`src/rtl/gfx_line_pixel_sink.sv`:
```
// Bresenham pixel-stream sink: maps major/minor to x/y, culls, queues writes.
// Ports: rasterizer side (busy_i, valid_i, x_major_i, major_i, minor_i,
// read_pixel_o, color_i), bounds (target_*, clip_*), write request side
// (write_o, x_o, y_o, color_o, ack_i) and status (busy_o, done_o,
// written_o, discarded_o). Optional macro GFX_LINE_CLIP_EN adds clip rect.
module gfx_line_pixel_sink #(
    parameter int point_width     = 16,
    parameter int fifo_depth_log2 = 2,
    parameter int color_width     = 32
) (
    input  logic                          clk_i,
    input  logic                          rst_i,
    input  logic                          busy_i,
    input  logic                          valid_i,
    input  logic                          x_major_i,
    input  logic signed [point_width-1:0] major_i,
    input  logic signed [point_width-1:0] minor_i,
    output logic                          read_pixel_o,
    input  logic [color_width-1:0]        color_i,
    input  logic [point_width-1:0]        target_width_i,
    input  logic [point_width-1:0]        target_height_i,
    input  logic [point_width-1:0]        clip_x0_i,
    input  logic [point_width-1:0]        clip_y0_i,
    input  logic [point_width-1:0]        clip_x1_i,
    input  logic [point_width-1:0]        clip_y1_i,
    output logic                          write_o,
    output logic [point_width-1:0]        x_o,
    output logic [point_width-1:0]        y_o,
    output logic [color_width-1:0]        color_o,
    input  logic                          ack_i,
    output logic                          busy_o,
    output logic                          done_o,
    output logic [31:0]                   written_o,
    output logic [31:0]                   discarded_o
);
    localparam int depth = 1 << fifo_depth_log2;
    localparam int cw    = fifo_depth_log2 + 1;
    localparam logic [fifo_depth_log2-1:0] ptr_one = 1;

    typedef enum logic [1:0] {IDLE, RUN, DRAIN, DONE} state_t;

    state_t                     state_q, state_d;
    logic                       pending_q;
    logic [color_width-1:0]     color_q;
    logic [point_width-1:0]     mem_x [depth];
    logic [point_width-1:0]     mem_y [depth];
    logic [fifo_depth_log2-1:0] wr_ptr_q, rd_ptr_q;
    logic [cw-1:0]              count_q;
    logic [31:0]                written_q, discarded_q;

    logic signed [point_width-1:0] px, py;
    logic [point_width-1:0]        ux, uy;
    logic in_screen, in_clip, visible;
    logic empty, full, pop, push, line_start;

    assign px = x_major_i ? major_i : minor_i;
    assign py = x_major_i ? minor_i : major_i;
    assign ux = $unsigned(px);
    assign uy = $unsigned(py);

    // Negative coords rejected via sign bit; the rest compare unsigned.
    assign in_screen = !px[point_width-1] && !py[point_width-1] &&
                       (ux < target_width_i) && (uy < target_height_i);

`ifdef GFX_LINE_CLIP_EN
    logic [point_width-1:0] cx0_q, cy0_q, cx1_q, cy1_q;

    always_ff @(posedge clk_i or posedge rst_i) begin
        if (rst_i) begin
            cx0_q <= '0;
            cy0_q <= '0;
            cx1_q <= '0;
            cy1_q <= '0;
        end else if (line_start) begin
            cx0_q <= clip_x0_i;
            cy0_q <= clip_y0_i;
            cx1_q <= clip_x1_i;
            cy1_q <= clip_y1_i;
        end
    end

    assign in_clip = (ux >= cx0_q) && (ux < cx1_q) &&
                     (uy >= cy0_q) && (uy < cy1_q);
`else
    logic unused_clip;
    assign unused_clip = ^{clip_x0_i, clip_y0_i, clip_x1_i, clip_y1_i};
    assign in_clip     = 1'b1;
`endif

    assign visible    = in_screen && in_clip;
    assign empty      = (count_q == '0);
    assign full       = (count_q == cw'(depth));
    assign write_o    = !empty;
    assign pop        = write_o && ack_i;
    assign line_start = (state_q == IDLE) && busy_i;

    // A pop in the same cycle frees a slot, so a full FIFO still accepts.
    assign read_pixel_o = (state_q == RUN) && (valid_i || pending_q) &&
                          (!full || pop);
    assign push = read_pixel_o && visible;

    always_ff @(posedge clk_i) begin
        if (push) begin
            mem_x[wr_ptr_q] <= ux;
            mem_y[wr_ptr_q] <= uy;
        end
    end

    always_ff @(posedge clk_i or posedge rst_i) begin
        if (rst_i) begin
            wr_ptr_q <= '0;
            rd_ptr_q <= '0;
            count_q  <= '0;
        end else begin
            if (push)
                wr_ptr_q <= wr_ptr_q + ptr_one;
            if (pop)
                rd_ptr_q <= rd_ptr_q + ptr_one;
            count_q <= count_q + cw'(push) - cw'(pop);
        end
    end

    always_ff @(posedge clk_i or posedge rst_i) begin
        if (rst_i) begin
            state_q     <= IDLE;
            pending_q   <= 1'b0;
            color_q     <= '0;
            written_q   <= '0;
            discarded_q <= '0;
        end else begin
            state_q <= state_d;
            if (state_q != RUN || read_pixel_o)
                pending_q <= 1'b0;
            else if (valid_i)
                pending_q <= 1'b1;
            if (line_start) begin
                color_q     <= color_i;
                written_q   <= '0;
                discarded_q <= '0;
            end else if (read_pixel_o) begin
                if (visible) begin
                    if (written_q != '1)
                        written_q <= written_q + 32'd1;
                end else if (discarded_q != '1) begin
                    discarded_q <= discarded_q + 32'd1;
                end
            end
        end
    end

    always_comb begin
        state_d = state_q;
        unique case (state_q)
            IDLE:  if (busy_i) state_d = RUN;
            RUN:   if (!busy_i && !pending_q && !valid_i) state_d = DRAIN;
            DRAIN: if (empty) state_d = DONE;
            DONE:  state_d = IDLE;
            default: state_d = IDLE;
        endcase
    end

    assign x_o         = write_o ? mem_x[rd_ptr_q] : '0;
    assign y_o         = write_o ? mem_y[rd_ptr_q] : '0;
    assign color_o     = write_o ? color_q : '0;
    assign busy_o      = (state_q == RUN) || (state_q == DRAIN);
    assign done_o      = (state_q == DONE);
    assign written_o   = written_q;
    assign discarded_o = discarded_q;
endmodule

```
`config.mk`:
```
export PLATFORM = sky130hd
export DESIGN_NAME = gfx_line_pixel_sink
export DESIGN_NICKNAME = d
export VERILOG_FILES = /design/src/rtl/gfx_line_pixel_sink.sv
export SDC_FILE = /design/constraint.sdc
export NUM_CORES = 1
export LEC_CHECK = 0
export BUFFER_PORTS_ARGS = -buffer_cell sky130_fd_sc_hd__buf_2
export CAP_MARGIN = 30
export CELL_PAD_IN_SITES_DETAIL_PLACEMENT = 1
export CELL_PAD_IN_SITES_GLOBAL_PLACEMENT = 2
export CORE_MARGIN = 2
export CORE_UTILIZATION = 37
export CTS_CLUSTER_SIZE = 40
export DETAILED_ROUTE_END_ITERATION = 8
export MAX_ROUTING_LAYER = met4
export PLACE_DENSITY_LB_ADDON = 0.1
export RECOVER_POWER = 50
export SKIP_CTS_REPAIR_TIMING = 1
export SLEW_MARGIN = 5
export SYNTH_ARGS = -nofsm -noshare
export SYNTH_HDL_FRONTEND = slang
export SYNTH_SLANG_ARGS = --single-unit
```
`constraint.sdc`:
```
create_clock -name clk_i -period 6.5 [get_ports clk_i]
set_input_delay 0.65 -clock clk_i [delete_from_list [all_inputs] [get_ports clk_i]]
set_output_delay 0.65 -clock clk_i [all_outputs]
set_load 0.01 [all_outputs]
```
# Word level (Yosys, flattened, before mapping)
# Memory sizes are Yosys's and may differ from the RTL's.
# Index checks and enable logic that the tools add are counted.
word_totals:
  regBits: 106
  mem_bits_rw: 128
  output_inout_bits: 132
  memories: 2
op_classes:
  addsub: 6
  n_lt_le_gt_ge: 2
  n_eq_ne: 11
  mux: 21
  n_reduce_logical: 31
memory_table:
  columns: ["memory", "words", "width", "rd", "rd_ports_with_merged_regs", "wr", "line_no", "rtl"]
  rows:
  - ["mem_x", 4, 16, 1, 0, 1, "45", "logic [point_width-1:0] mem_x [depth];"]
  - ["mem_y", 4, 16, 1, 0, 1, "46", "logic [point_width-1:0] mem_y [depth];"]
ops:
  columns: ["op", "n"]
  rows:
  - ["$mux 32", 9]
  - ["$add 32x1->32 const B", 2]
  - ["$mux 16", 4]
  - ["$ne 32x32->1 const B", 2]
  - ["$lt 16x16->1", 2]
  - ["$logic_and 1x1->1", 10]
  - ["$reduce_bool 2->1", 5]
  - ["$reduce_and 3->1", 3]
  - ["$pmux 2 s4", 1]
  - ["$logic_not 1->1", 7]
  - ["$mux 2", 3]
  - ["$ne 2x1->1 const B", 3]
  - ["$add 2x1->2 const B", 2]
  - ["$eq 2x2->1 const B", 2]
  - ["$logic_or 1x1->1", 4]
  - ["$mux 1", 4]
  - ["$ne 2x2->1 const B", 2]
  - ["$add 3x1->3", 1]
  - ["$eq 3x3->1 const B", 1]
  - ["$logic_not 3->1", 1]
  - ["$sub 3x1->3", 1]
  - ["$eq 2x1->1 const B", 1]
  - ["$logic_not 2->1", 1]

# Longest topological paths before layout
depth:
  ltp_word: 8
  ltp_mapped: 18
  depth_no_buf: 15

# Worst setup path after synthesis
# No wires, ideal clock.
synth_timing:
  path_type: "input to register"
  start: "in x_major_i"
  end: "reg count_q[2]"
  setup_time_ns: 0.125
  arrival_time_ns: 4.362
  t_required_ns: 6.375
  path_slack_ns: 2.014
  stages: 17
  path_buffers: 2
  cell_sequence: "clkbuf_1 > buf_1 > mux2_2 > ha_1 > and3_1 > a221oi_1 > o32a_1 > nand3_2 > nor3_1 > inv_1 > ha_1 > inv_1 > ha_1 > inv_1 > fa_1 > xnor2_1 > xnor2_1"
synth_via:
  word_cells_on_any_way: 12
  classes_between: "add/sub: 2; order compare: 2; mux: 2; reduce/logical: 6"
synth_rtl:
  columns: ["item", "line_no", "rtl"]
  rows:
  - ["from (decl)", "15", "input logic x_major_i,"]
  - ["$mux 16", "57", "assign py = x_major_i ? minor_i : major_i;"]
  - ["net py[7]", "51", "logic signed [point_width-1:0] px, py;"]
  - ["$lt 16x16->1", "63", "(ux < target_width_i) && (uy < target_height_i);"]
  - ["$logic_and 1x1->1", "63", null]
  - ["$logic_and 1x1->1", "100", "assign push = read_pixel_o && visible;"]
  - ["$add 3x1->3", "119", "count_q <= count_q + cw'(push) - cw'(pop);"]
  - ["$sub 3x1->3", "119", null]
  - ["to (signal assigned)", "119", null]
  - ["to (decl)", "48", "logic [cw-1:0] count_q;"]
# The timed path passes the listed nets, and every way through them passes these cells.
# A chain may end at the register's enable or synchronous reset.

# Final worst setup path
layout_timing:
  start: "in x_major_i"
  end: "reg count_q[2]"
layout_via:
  elab_chain_len: 8
  word_cells_on_any_way: 12
  classes_between: "add/sub: 2; order compare: 2; mux: 2; reduce/logical: 6"
layout_lines:
  columns: ["item", "line_no", "rtl"]
  rows:
  - ["$mux 16 (*)", "56", "assign px = x_major_i ? major_i : minor_i;"]
  - ["net px[15]", "51", null]
  - ["parallel branches: the longest is 2 deep, another holds $lt 16x16->1", null, null]
  - ["$logic_and 1x1->1 (*)", "62", "assign in_screen = !px[point_width-1] && !py[point_width-1] &&"]
  - ["$logic_and 1x1->1 (*)", "63", null]
  - ["$logic_and 1x1->1 (*)", "100", null]
  - ["$add 3x1->3 (*)", "119", null]
  - ["$sub 3x1->3 (*)", "119", null]
# Mark *: on every way through the listed nets, which the timed path passes.

==> impl_metrics.yaml <==
status:
  outcome: "complete, but fails checks"
  failed_checks: "capacitance limit, slew limit"
floorplan:
  die_height_um: 180
  fp.dieW_um: 180
  die_area_um2: 32500
  io-pin-count: 298
  design.core.area_um2: 30600
  placement_rows: 64
  initial_core_util: 0.376
cts:
  clock_sink_count: 234
  cts_max_level: 1
  cts_root_buf: "sky130_fd_sc_hd__clkbuf_16"
  clockBufferDepth: 3
  clk_latency_ns: 0.54
  cts.reportedPaths.clkPinSlew_ns: 0.06
  tritoncts: "yes"
  numCtsBuffers: 27
synth:
  synth_warn: 0
  ys.flop_type: "sky130_fd_sc_hd__edfxtp_1"
  synth_enable_flop_cells: 128
  synth_nets: 1168
  post_synth_inst_count: 958
  syn_area_per_cell_um2: 12.0
  ys_seq_elements: 234
  ys_async_sr_fraction: 0.453
  synth.yosys.seq_area_share: 0.564
  synthesis.area_um2: 11500
  yosysUniqueCellTypes: 56
routing:
  route.antenna.remaining_nets: 0
  route.detailed.drc: 0
  routed_wire_length_per_instance_um: 19.4
  drt_iter0_drc: 374
  postRouteWirelength_um: 31000
  detailedRoute.firstPassIterationCount: 4
  via_per_inst: 5.19
  vias: 8319
timing:
  setup_viol: 0
  post-route-period-util: 0.815
  skew_ns: 0.0125
  clock.fmax_mhz: 189
  worst_slew_pin_slew_ns: 3.49
  rsz0062_at_grt: "false"
  finalSetupTns_ns: 0
  timing.max_slew.rel_slack: -1.33
  fin_crit_ns: 5.30
  timing.final.max_slew_violations: 213
  hold_viol_final: 0
hold_path:
  hold_class: "primary input to flip-flop"
  min-delay-start: "color_i[28]"
  worstHoldEndpoint: "color_q[28]"
  timing.hold.worst_path_depth: 3
power:
  power_frac_seq: 0.385
  p_int_mw: 3.25
  leakage_nw: 5.90
  p_comb_frac: 0.300
  fin_total_pwr_mw: 4.76
  switching_share: 0.318
  clock_power_share: 0.315
  power_per_cell_area_nw_per_um2: 344
  max-vdd-ir-drop_v: 0.000176
  netsw_mw: 1.51
worst_setup_path:
  r2r-end: "written_o[19]"
  worstPathArrival_ns: 5.76
  crit_path_top_delay_cell: "sky130_fd_sc_hd__clkbuf_1"
  worst_path_largest_cell_delay_ns: 1.24
  timing.critical_path.from_type: "primary input"
  path_max_fanout: 32
  worst_ep_required_time_ns: 6.96
  critical_path_class: "primary input to flip-flop"
  critPathCaptureType: "flip-flop"
  reg2reg_setup_slack_ns: 3.28
  worst-r2r-cell-count: 9
  worstReg2RegStart: "state_q[1]"
  crit_path_cell_trace: "clkbuf_1 -> mux2_1 -> ha_1 -> nor4_1 -> o211ai_1 -> a21oi_1 -> nand3_1 -> nor3_1 -> buf_4 -> inv_1 -> ha_1 -> inv_1 -> ha_1 -> inv_1 -> fa_1 -> xnor2_1 -> xnor2_1"
grt:
  grt.met2_usage: 0.324
  antenna_found_initial: 1
  grt_pass1_vias: 8637
  grt_busiest_layer: "met2"
  gr_util_all_layers: 0.195
  use_met3: 0.0301
  grt_first_pass_wirelength_um: 49500
  gr-total-overflow: 0
  grt_max_degree: 70
  grt.met1_usage: 0.252
place:
  dpl_cell_area_um2: 13100
  gp_weighted_congestion: 0.752
  io_buffer_count: 233
  dp.final_hpwl_um: 21200
  numPlacedInstances: 1552
cells_and_area:
  syn_to_final_growth_pct: 20.4
  layout-drive-gt1-share: 0.246
  commonest_cells_after_routing_fill_and_taps_aside: "sky130_fd_sc_hd__buf_2 (187), sky130_fd_sc_hd__nand2_1 (143), sky130_fd_sc_hd__edfxtp_1 (128)"
  final_cell_utilization_of_the_core: 0.453
  post-route-cell-area_um2: 13900
  num-nets-final: 1395
  layout_commonest_cell: "sky130_fd_sc_hd__buf_2"
  finish.cell_count_without_fillers: 1602
flow_run:
  maxCapViolCount: 5
## power by group through the flow
stage	Combinational [mW]	Clock (mW)	Sequential, mW
floorplan	0.977	0	1.81
global placement	1.45	0	1.86
detailed placement	1.47	0	1.87
CTS	1.47	1.55	1.84
global route	1.60	1.60	1.86
finish	1.43	1.50	1.83
## critical path: cells and delay by family
kind / cells / cell delay (ns)
buffers and inverters: 5 / 1.58
AND/OR/NAND/NOR: 3 / 1.19
adder cells (fa/ha/maj): 4 / 0.99
AO/OA/AOI/OAI: 2 / 0.54
multiplexers: 1 / 0.48
XOR/XNOR: 2 / 0.30
## how the worst max path moves through the flow
stage | start | endpoint | slack (ns)
after global routing | x_major_i | count_q[2] | 0.78
after detailed placement | x_major_i | count_q[2] | 1.35
after global placement | x_major_i | count_q[2] | 1.50
after floorplan | x_major_i | count_q[2] | 2.01
after CTS | x_major_i | count_q[2] | 1.94
final | x_major_i | count_q[2] | 1.20
## area by class of cell
cell class                      count  area, um^2
Antenna cell                        1        2.50
Clock buffer                       35         716
Clock inverter                     14         153
Fill cell                        3340       16700
Inverter                           46         174
Multi-Input combinational cell    631        4640
Sequential cell                   234        6500
Tap cell                          396         495
Timing Repair Buffer              245        1190
## routing by layer
layer | vias up | wire (um)
met5 | - | 0
met4 | 0 | 612
met3 | 44 | 1460
met2 | 194 | 15200
met1 | 4159 | 13700
li1 | 3922 | -
## logic make-up (layout without fill, tap and decap cells)
family,Yosys count,after routing,synth area share
muxes,68,68,0.0975
AOI/OAI and AO/OA,122,122,0.0686
adders and majority gates,44,44,0.0485
xor gates and xnor gates,24,24,0.0183
and+or+nand+nor,373,373,0.170
DFF,234,234,0.564
buffers and inverters,93,340,0.0329
other,0,1,0
## stage by stage
stage	setup WS, ns	hold WS (ns)
2_1_floorplan	2.01	0.437
3_3_place_gp	1.50	0.449
3_5_place_dp	1.35	0.454
4_1_cts	1.94	0.197
5_1_grt	0.783	0.290
6_report	1.20	0.294
## synth_stat cells, drive strengths merged, types with 3 or more instances
| cell type | instances | area, um^2 |
|---|---|---|
| a21o | 3 | 22.5 |
| a21oi | 46 | 230 |
| a31o | 3 | 26.3 |
| and2 | 79 | 494 |
| and3 | 20 | 130 |
| and4 | 12 | 110 |
| buf | 17 | 93.8 |
| clkbuf | 30 | 113 |
| dfrtp | 106 | 2650 |
| edfxtp | 128 | 3840 |
| ha | 43 | 538 |
| inv | 46 | 173 |
| mux2 | 33 | 372 |
| mux2i | 3 | 30.0 |
| mux4 | 32 | 721 |
| nand2 | 143 | 537 |
| nand2b | 10 | 62.6 |
| nand3 | 19 | 100 |
| nand4 | 18 | 119 |
| nor2 | 27 | 101 |
| nor3 | 4 | 25.0 |
| nor4 | 7 | 43.8 |
| o2111ai | 7 | 61.3 |
| o211ai | 6 | 58.8 |
| o21ai | 30 | 154 |
| o31ai | 12 | 90.1 |
| or3 | 22 | 138 |
| or4 | 9 | 67.6 |
| xnor2 | 9 | 78.8 |
| xor2 | 15 | 131 |
## registers in the layout, summed over array words and instances, names as in the netlist
| signal | cells |
|---|---|
| mem_y | 64 |
| written_o | 32 |
| color_q | 32 |
| mem_x | 64 |
| state_q | 2 |
| rd_ptr_q | 2 |
| discarded_o | 32 |
| count_q | 3 |
| wr_ptr_q | 2 |
| pending_q | 1 |
Note: power is estimated with default switching activity, not from simulation.
